===== src/rtl/demux_pipe_1xn.sv =====
// -----------------------------------------------------------------------------
// demux_pipe_1xn
// Pipelined 1-to-N demultiplexer. A {in_valid, sel, in} item enters a chain of
// PIPE_STAGES-1 delay registers and is then decoded into a registered output
// stage. The output stage drives exactly one channel's data and valid strobe.
//
// Behaviour for channels that are not selected depends on HOLD_MODE:
//   0 - the channel's data is driven to zero
//   1 - the channel's data keeps its last value
//
// A select value >= N_OUT is dropped. It produces a one-cycle err pulse and
// bumps a saturating error counter.
//
// Ports
//   clk        rising-edge clock
//   rst_n      asynchronous active-low reset
//   en         pipeline advance enable (0 = stall everything)
//   in_valid   input word valid
//   in         input data word, DATA_W bits
//   sel        destination channel index, SEL_W bits
//   err_clr    synchronous clear of err_cnt (wins over an increment)
//   out        channel k data at out[k*DATA_W +: DATA_W]
//   out_valid  per-channel valid strobe, at most one bit set
//   err        one-cycle pulse when an out-of-range item reaches the output
//   err_cnt    saturating count of out-of-range drops
// -----------------------------------------------------------------------------
module demux_pipe_1xn #(
  parameter  int N_OUT       = 512,
  parameter  int DATA_W      = 1,
  parameter  int PIPE_STAGES = 3,
  parameter  int HOLD_MODE   = 0,
  localparam int SEL_W       = $clog2(N_OUT)
) (
  input  logic                      clk,
  input  logic                      rst_n,
  input  logic                      en,
  input  logic                      in_valid,
  input  logic [DATA_W-1:0]         in,
  input  logic [SEL_W-1:0]          sel,
  input  logic                      err_clr,
  output logic [N_OUT*DATA_W-1:0]   out,
  output logic [N_OUT-1:0]          out_valid,
  output logic                      err,
  output logic [7:0]                err_cnt
);

  typedef struct packed {
    logic              valid;
    logic [SEL_W-1:0]  sel;
    logic [DATA_W-1:0] data;
  } item_t;

  item_t in_item;
  item_t head;   // item presented to the output stage this cycle

  assign in_item = {in_valid, sel, in};

  // ---------------------------------------------------------------------------
  // Delay chain. With PIPE_STAGES=1 there is no delay register, and the output
  // stage decodes the input directly.
  // ---------------------------------------------------------------------------
  generate
    if (PIPE_STAGES > 1) begin : g_delay
      localparam int ND = PIPE_STAGES - 1;

      item_t stage_q [ND];
      item_t stage_d [ND];

      always_comb begin
        stage_d[0] = en ? in_item : stage_q[0];
        for (int i = 1; i < ND; i++) begin
          stage_d[i] = en ? stage_q[i-1] : stage_q[i];
        end
      end

      always_ff @(posedge clk or negedge rst_n) begin
        if (!rst_n) begin
          for (int i = 0; i < ND; i++) begin
            stage_q[i] <= '0;
          end
        end else begin
          for (int i = 0; i < ND; i++) begin
            stage_q[i] <= stage_d[i];
          end
        end
      end

      assign head = stage_q[ND-1];
    end else begin : g_nodelay
      assign head = in_item;
    end
  endgenerate

  // ---------------------------------------------------------------------------
  // Range check. When N_OUT is a power of two, every select value is legal.
  // In that case no comparison is built.
  // ---------------------------------------------------------------------------
  logic in_range;

  generate
    if ((1 << SEL_W) == N_OUT) begin : g_full_range
      assign in_range = 1'b1;
    end else begin : g_part_range
      localparam logic [SEL_W:0] N_OUT_V = (SEL_W+1)'(N_OUT);
      assign in_range = ({1'b0, head.sel} < N_OUT_V);
    end
  endgenerate

  logic hit;
  assign hit = head.valid & in_range;

  // ---------------------------------------------------------------------------
  // Output stage
  // ---------------------------------------------------------------------------
  logic [N_OUT*DATA_W-1:0] out_q, out_d;
  logic [N_OUT-1:0]        out_valid_q, out_valid_d;
  logic                    err_q, err_d;
  logic [7:0]              err_cnt_q, err_cnt_d;

  // Per-channel decode. While stalled, data holds in both modes.
  // Valid strobes drop to zero, so each item strobes for a single cycle.
  generate
    for (genvar gi = 0; gi < N_OUT; gi++) begin : g_chan
      logic match;
      assign match = hit && (head.sel == SEL_W'(gi));

      assign out_valid_d[gi] = en & match;

      assign out_d[gi*DATA_W +: DATA_W] =
        !en              ? out_q[gi*DATA_W +: DATA_W] :
        match            ? head.data :
        (HOLD_MODE != 0) ? out_q[gi*DATA_W +: DATA_W] :
                           {DATA_W{1'b0}};
    end
  endgenerate

  always_comb begin
    err_d     = en & head.valid & ~in_range;
    err_cnt_d = err_cnt_q;
    // A clear wins over an increment on the same edge.
    // The err pulse itself is still produced.
    if (err_clr) begin
      err_cnt_d = 8'd0;
    end else if (err_d && (err_cnt_q != 8'hFF)) begin
      err_cnt_d = err_cnt_q + 8'd1;
    end
  end

  always_ff @(posedge clk or negedge rst_n) begin
    if (!rst_n) begin
      out_q       <= '0;
      out_valid_q <= '0;
      err_q       <= 1'b0;
      err_cnt_q   <= 8'd0;
    end else begin
      out_q       <= out_d;
      out_valid_q <= out_valid_d;
      err_q       <= err_d;
      err_cnt_q   <= err_cnt_d;
    end
  end

  assign out       = out_q;
  assign out_valid = out_valid_q;
  assign err       = err_q;
  assign err_cnt   = err_cnt_q;

endmodule


===== config.mk =====
export PLATFORM = sky130hd
export DESIGN_NAME = demux_pipe_1xn
export DESIGN_NICKNAME = d
export VERILOG_FILES = /design/src/rtl/demux_pipe_1xn.sv
export SDC_FILE = /design/constraint.sdc
export NUM_CORES = 1
export LEC_CHECK = 0
export CAP_MARGIN = 20
export CORE_AREA = 2 2 406 408
export CTS_CLUSTER_SIZE = 24
export DETAILED_ROUTE_END_ITERATION = 10
export DIE_AREA = 0 0 408 410
export PLACE_DENSITY = 0.47
export SKIP_CTS_REPAIR_TIMING = 1
export SYNTH_ARGS = -nofsm -noshare
export SYNTH_HDL_FRONTEND = slang
export SYNTH_SLANG_ARGS = --single-unit

===== constraint.sdc =====
create_clock -name clk -period 1.8 [get_ports clk]
set_input_delay 0.27 -clock clk [delete_from_list [all_inputs] [get_ports clk]]
set_output_delay 0.27 -clock clk [all_outputs]
set_load 0.1 [all_outputs]

==> flow_summary.yaml <==
status:
  outcome: "finished with violations"
  failed_checks: "setup timing"
cts:
  number_of_buffers_created_by_cts: 117
  clock_tree_from_tritoncts: "yes"
  cts_sinks: 1046
  clk-insertion-delay-late_ps: 760
  htree_levels: 3
  ctsRootBufferMaster: "sky130_fd_sc_hd__clkbuf_16"
  cts.path.max_buffers: 3
  clock_slew_at_the_register_clock_pins_of_the_worst_setup_and_hold_paths_ps: 60
timing:
  slew_headroom_pct: 54.5
  worst-slew-pin-transition_ps: 682
  slew_viol_final: 0
  hold_viol_final: 0
  timing.final.crit_share_pct: 102
  achievable-frequency_ghz: 0.546
  fin_skew_ps: 50.1
  layout_min_cycle_time_ps: 1830
  setup_repair_after_global_routing_missed_its_margin: "true"
  timing.final.setup_violations: 12
  worst_slack_ps: -30.6
global_routing:
  grt_first_pass_wirelength_mm: 234
  groute.usage.overall_pct: 19.3
  antenna_violations_before_repair: 12
  globalRouteOverflowTotal: 0
  grt_max_degree: 105
  vias_in_the_first_global_route: 29300
pwr:
  sw_frac_of_total_pct: 27.5
  intPower_mw: 38.7
  peakVddDrop_mv: 0.761
  pwr-share-comb_pct: 10.6
  leakagePower_nw: 24.9
  pwr-share-seq_pct: 44.5
  net-switching-power_mw: 14.7
  share_clk_of_total_power_pct: 44.9
  power_density_mw_per_mm2: 969
placement:
  io_buffer_count: 1037
  routabilityCongestion: 0.778
  placedInstanceArea_mm2: 0.0505
  place.detailed.hpwl_mm: 106
  placedCellCount: 6081
detailed_routing:
  number_of_design_rule_violations_left_by_the_first_detailed_router_iteration: 2278
  drtAntennaViolNets: 0
  highest_signal_layer_in_the_routed_design: "met4"
  via_count: 29100
  total_detailed_routing_wirelength_mm: 172
  drt_pass1_iterations: 5
  wl_met3_mm: 11.8
  detail_route.wirelength.met1_mm: 70.1
  drc: 0
  detail_route.vias_per_cell: 4.59
  detail_route.wl_per_cell_um: 27.2
  met2_wirelength_mm: 83.0
synth:
  yosys_register_bits: 1046
  synth_enable_flop_cells: 0
  postSynthCellCount: 3052
  yosysMostFrequentCell: "sky130_fd_sc_hd__dfrtp_1"
  synth-seq-area-share_pct: 68.4
  yosys_warnings: 0
  synth_async_sr_flop_share_pct: 100
  synthTopCellsByArea: "sky130_fd_sc_hd__dfrtp_1 68%, sky130_fd_sc_hd__o32ai_1 9.5%, sky130_fd_sc_hd__nor3_1 6.7%, sky130_fd_sc_hd__inv_1 5.0%, sky130_fd_sc_hd__o32ai_2 4.2%"
  post-synth-top-area-cell: "sky130_fd_sc_hd__dfrtp_1"
  netlist-cell-type-count: 21
  dominantRegCellSynth: "sky130_fd_sc_hd__dfrtp_1"
  syn-cell-area_mm2: 0.0383
  synth_common_cells: "1,046 x sky130_fd_sc_hd__dfrtp_1, 512 x sky130_fd_sc_hd__inv_1, 512 x sky130_fd_sc_hd__nor3_1, 413 x sky130_fd_sc_hd__o32ai_1, 203 x sky130_fd_sc_hd__clkbuf_1"
  synth_top_area_share_pct: 68.4
  syn-mean-instance-area_um2: 12.5
layout:
  area_growth_pct: 43.8
  final_net_count: 4059
  design_area_mm2: 0.0550
  nFillCells: 16300
  final_cells: 6327
  fin_util_pct: 33.6
  drive_gt1_share_pct: 39.3
setup_path:
  worstSetupPathType: "register to register"
  worst-endpoint-required_ps: 2420
  timing.critical_path.arrival_ps: 2450
  critical_path.startpoint_type: "register"
  cp_max_fo: 28
  critical_path.endpoint_type: "register"
floorplan:
  fp.dieArea_mm2: 0.167
  fp-row-count: 149
  die_width_um: 408
  initial_utilization_pct: 23.4
  die-height_um: 410
  floorplan.core_area_mm2: 0.163
  boundaryPins: 1048
job:
  max_cap_violations: 0
min_path:
  hp-class: "input pin to register"
[final timing paths]
check / startpoint / endpoint / slack [ps] / depth (start not counted)
setup / recovery: g_delay.stage_q[3] / out[273] / -30 / 4
hold / removal: in_valid / g_delay.stage_q[21] / 130 / 2
setup reg to reg: g_delay.stage_q[3] / out[273] / -30 / 4
hold reg to reg: g_delay.stage_q[17] / g_delay.stage_q[6] / 500 / 1
max in group asynchronous: rst_n / out[256] / 980 / 4
min in group asynchronous: rst_n / out_valid[48] / 180 / 3
[logic make-up (layout without fill, tap and decap cells)]
kind of cell | Yosys count | count (layout) | synth area share (%)
compound gates | 512 | 512 | 13.7
flops | 1046 | 1046 | 68.4
other cells | 1 | 14 | 0.00980
mux | 22 | 22 | 0.647
buf+inv | 923 | 1996 | 9.66
simple gates | 548 | 548 | 7.61
[per-stage QoR]
step	setup TNS (ps)	power (mW)	hold slack, ps	worst slack (ps)
3_3_place_gp	-3390	29.6	378	-73.5
3_5_place_dp	-4580	29.6	375	-94.3
6_report	-180	53.3	132	-30.6
5_1_grt	-1990	55.2	67.3	-86.0
2_1_floorplan	0	26.5	-25.6	138
4_1_cts	-5350	53.8	-493	-95.1
[power by group through the flow]
stage,combinational (mW),sequential [mW],clock [mW]
global route,5.96,23.7,25.5
detailed placement,5.46,24.2,0
CTS,5.47,23.7,24.6
floorplan,2.08,24.4,0
global placement,5.47,24.2,0
finish,5.63,23.7,23.9
[critical path, cell delays in order, from the launching register on]
cell and delay (ps):
sky130_fd_sc_hd__dfrtp_2 460, sky130_fd_sc_hd__buf_4 160, sky130_fd_sc_hd__or4b_4 550, sky130_fd_sc_hd__buf_12 190
sky130_fd_sc_hd__o32ai_1 310
[sequential cells by signal (all words and copies together), names as in the netlist]
register         cells
g_delay.stage_q     21
hit                  1
out                512
out_valid          512
[layer usage]
metal  vias up  global-route usage (%)
li1      12600                       -
met1     15100                    24.3
met2      1116                    31.6
met3       260                    5.03
met4         0                    7.77
met5         -                       0
[area by class of cell]
class	instances	area (um2)	area share [%]
timing repair buffer	1276	11500	20.9
inverter	512	1920	3.49
clock inverter	46	482	0.876
clock buffer	162	3360	6.10
tap	2189	2740	4.98
multi-input combinational	1091	8840	16.1
sequential	1046	26200	47.6
antenna	5	12.5	0.0227
[layout by cell type (no fill, tap or decap), drive strengths merged]
master | netlist | layout
buf | 208 | 1254
dfrtp | 1046 | 1046
inv | 512 | 517
nor3 | 512 | 512
o32ai | 512 | 512
clkbuf | 203 | 171
clkinv | 0 | 27
mux2 | 22 | 22
nand4bb | 12 | 12
clkdlybuf4s50 | 0 | 11
clkinvlp | 0 | 10
nand4b | 9 | 9
conb | 1 | 9
or4b | 8 | 8
diode | 0 | 5
bufinv | 0 | 4
nand4 | 3 | 3
or4 | 2 | 2
dlygate4sd3 | 0 | 2
nand3b | 1 | 1
nand3 | 1 | 1
No activity file was read; power rests on OpenSTA's default activity.
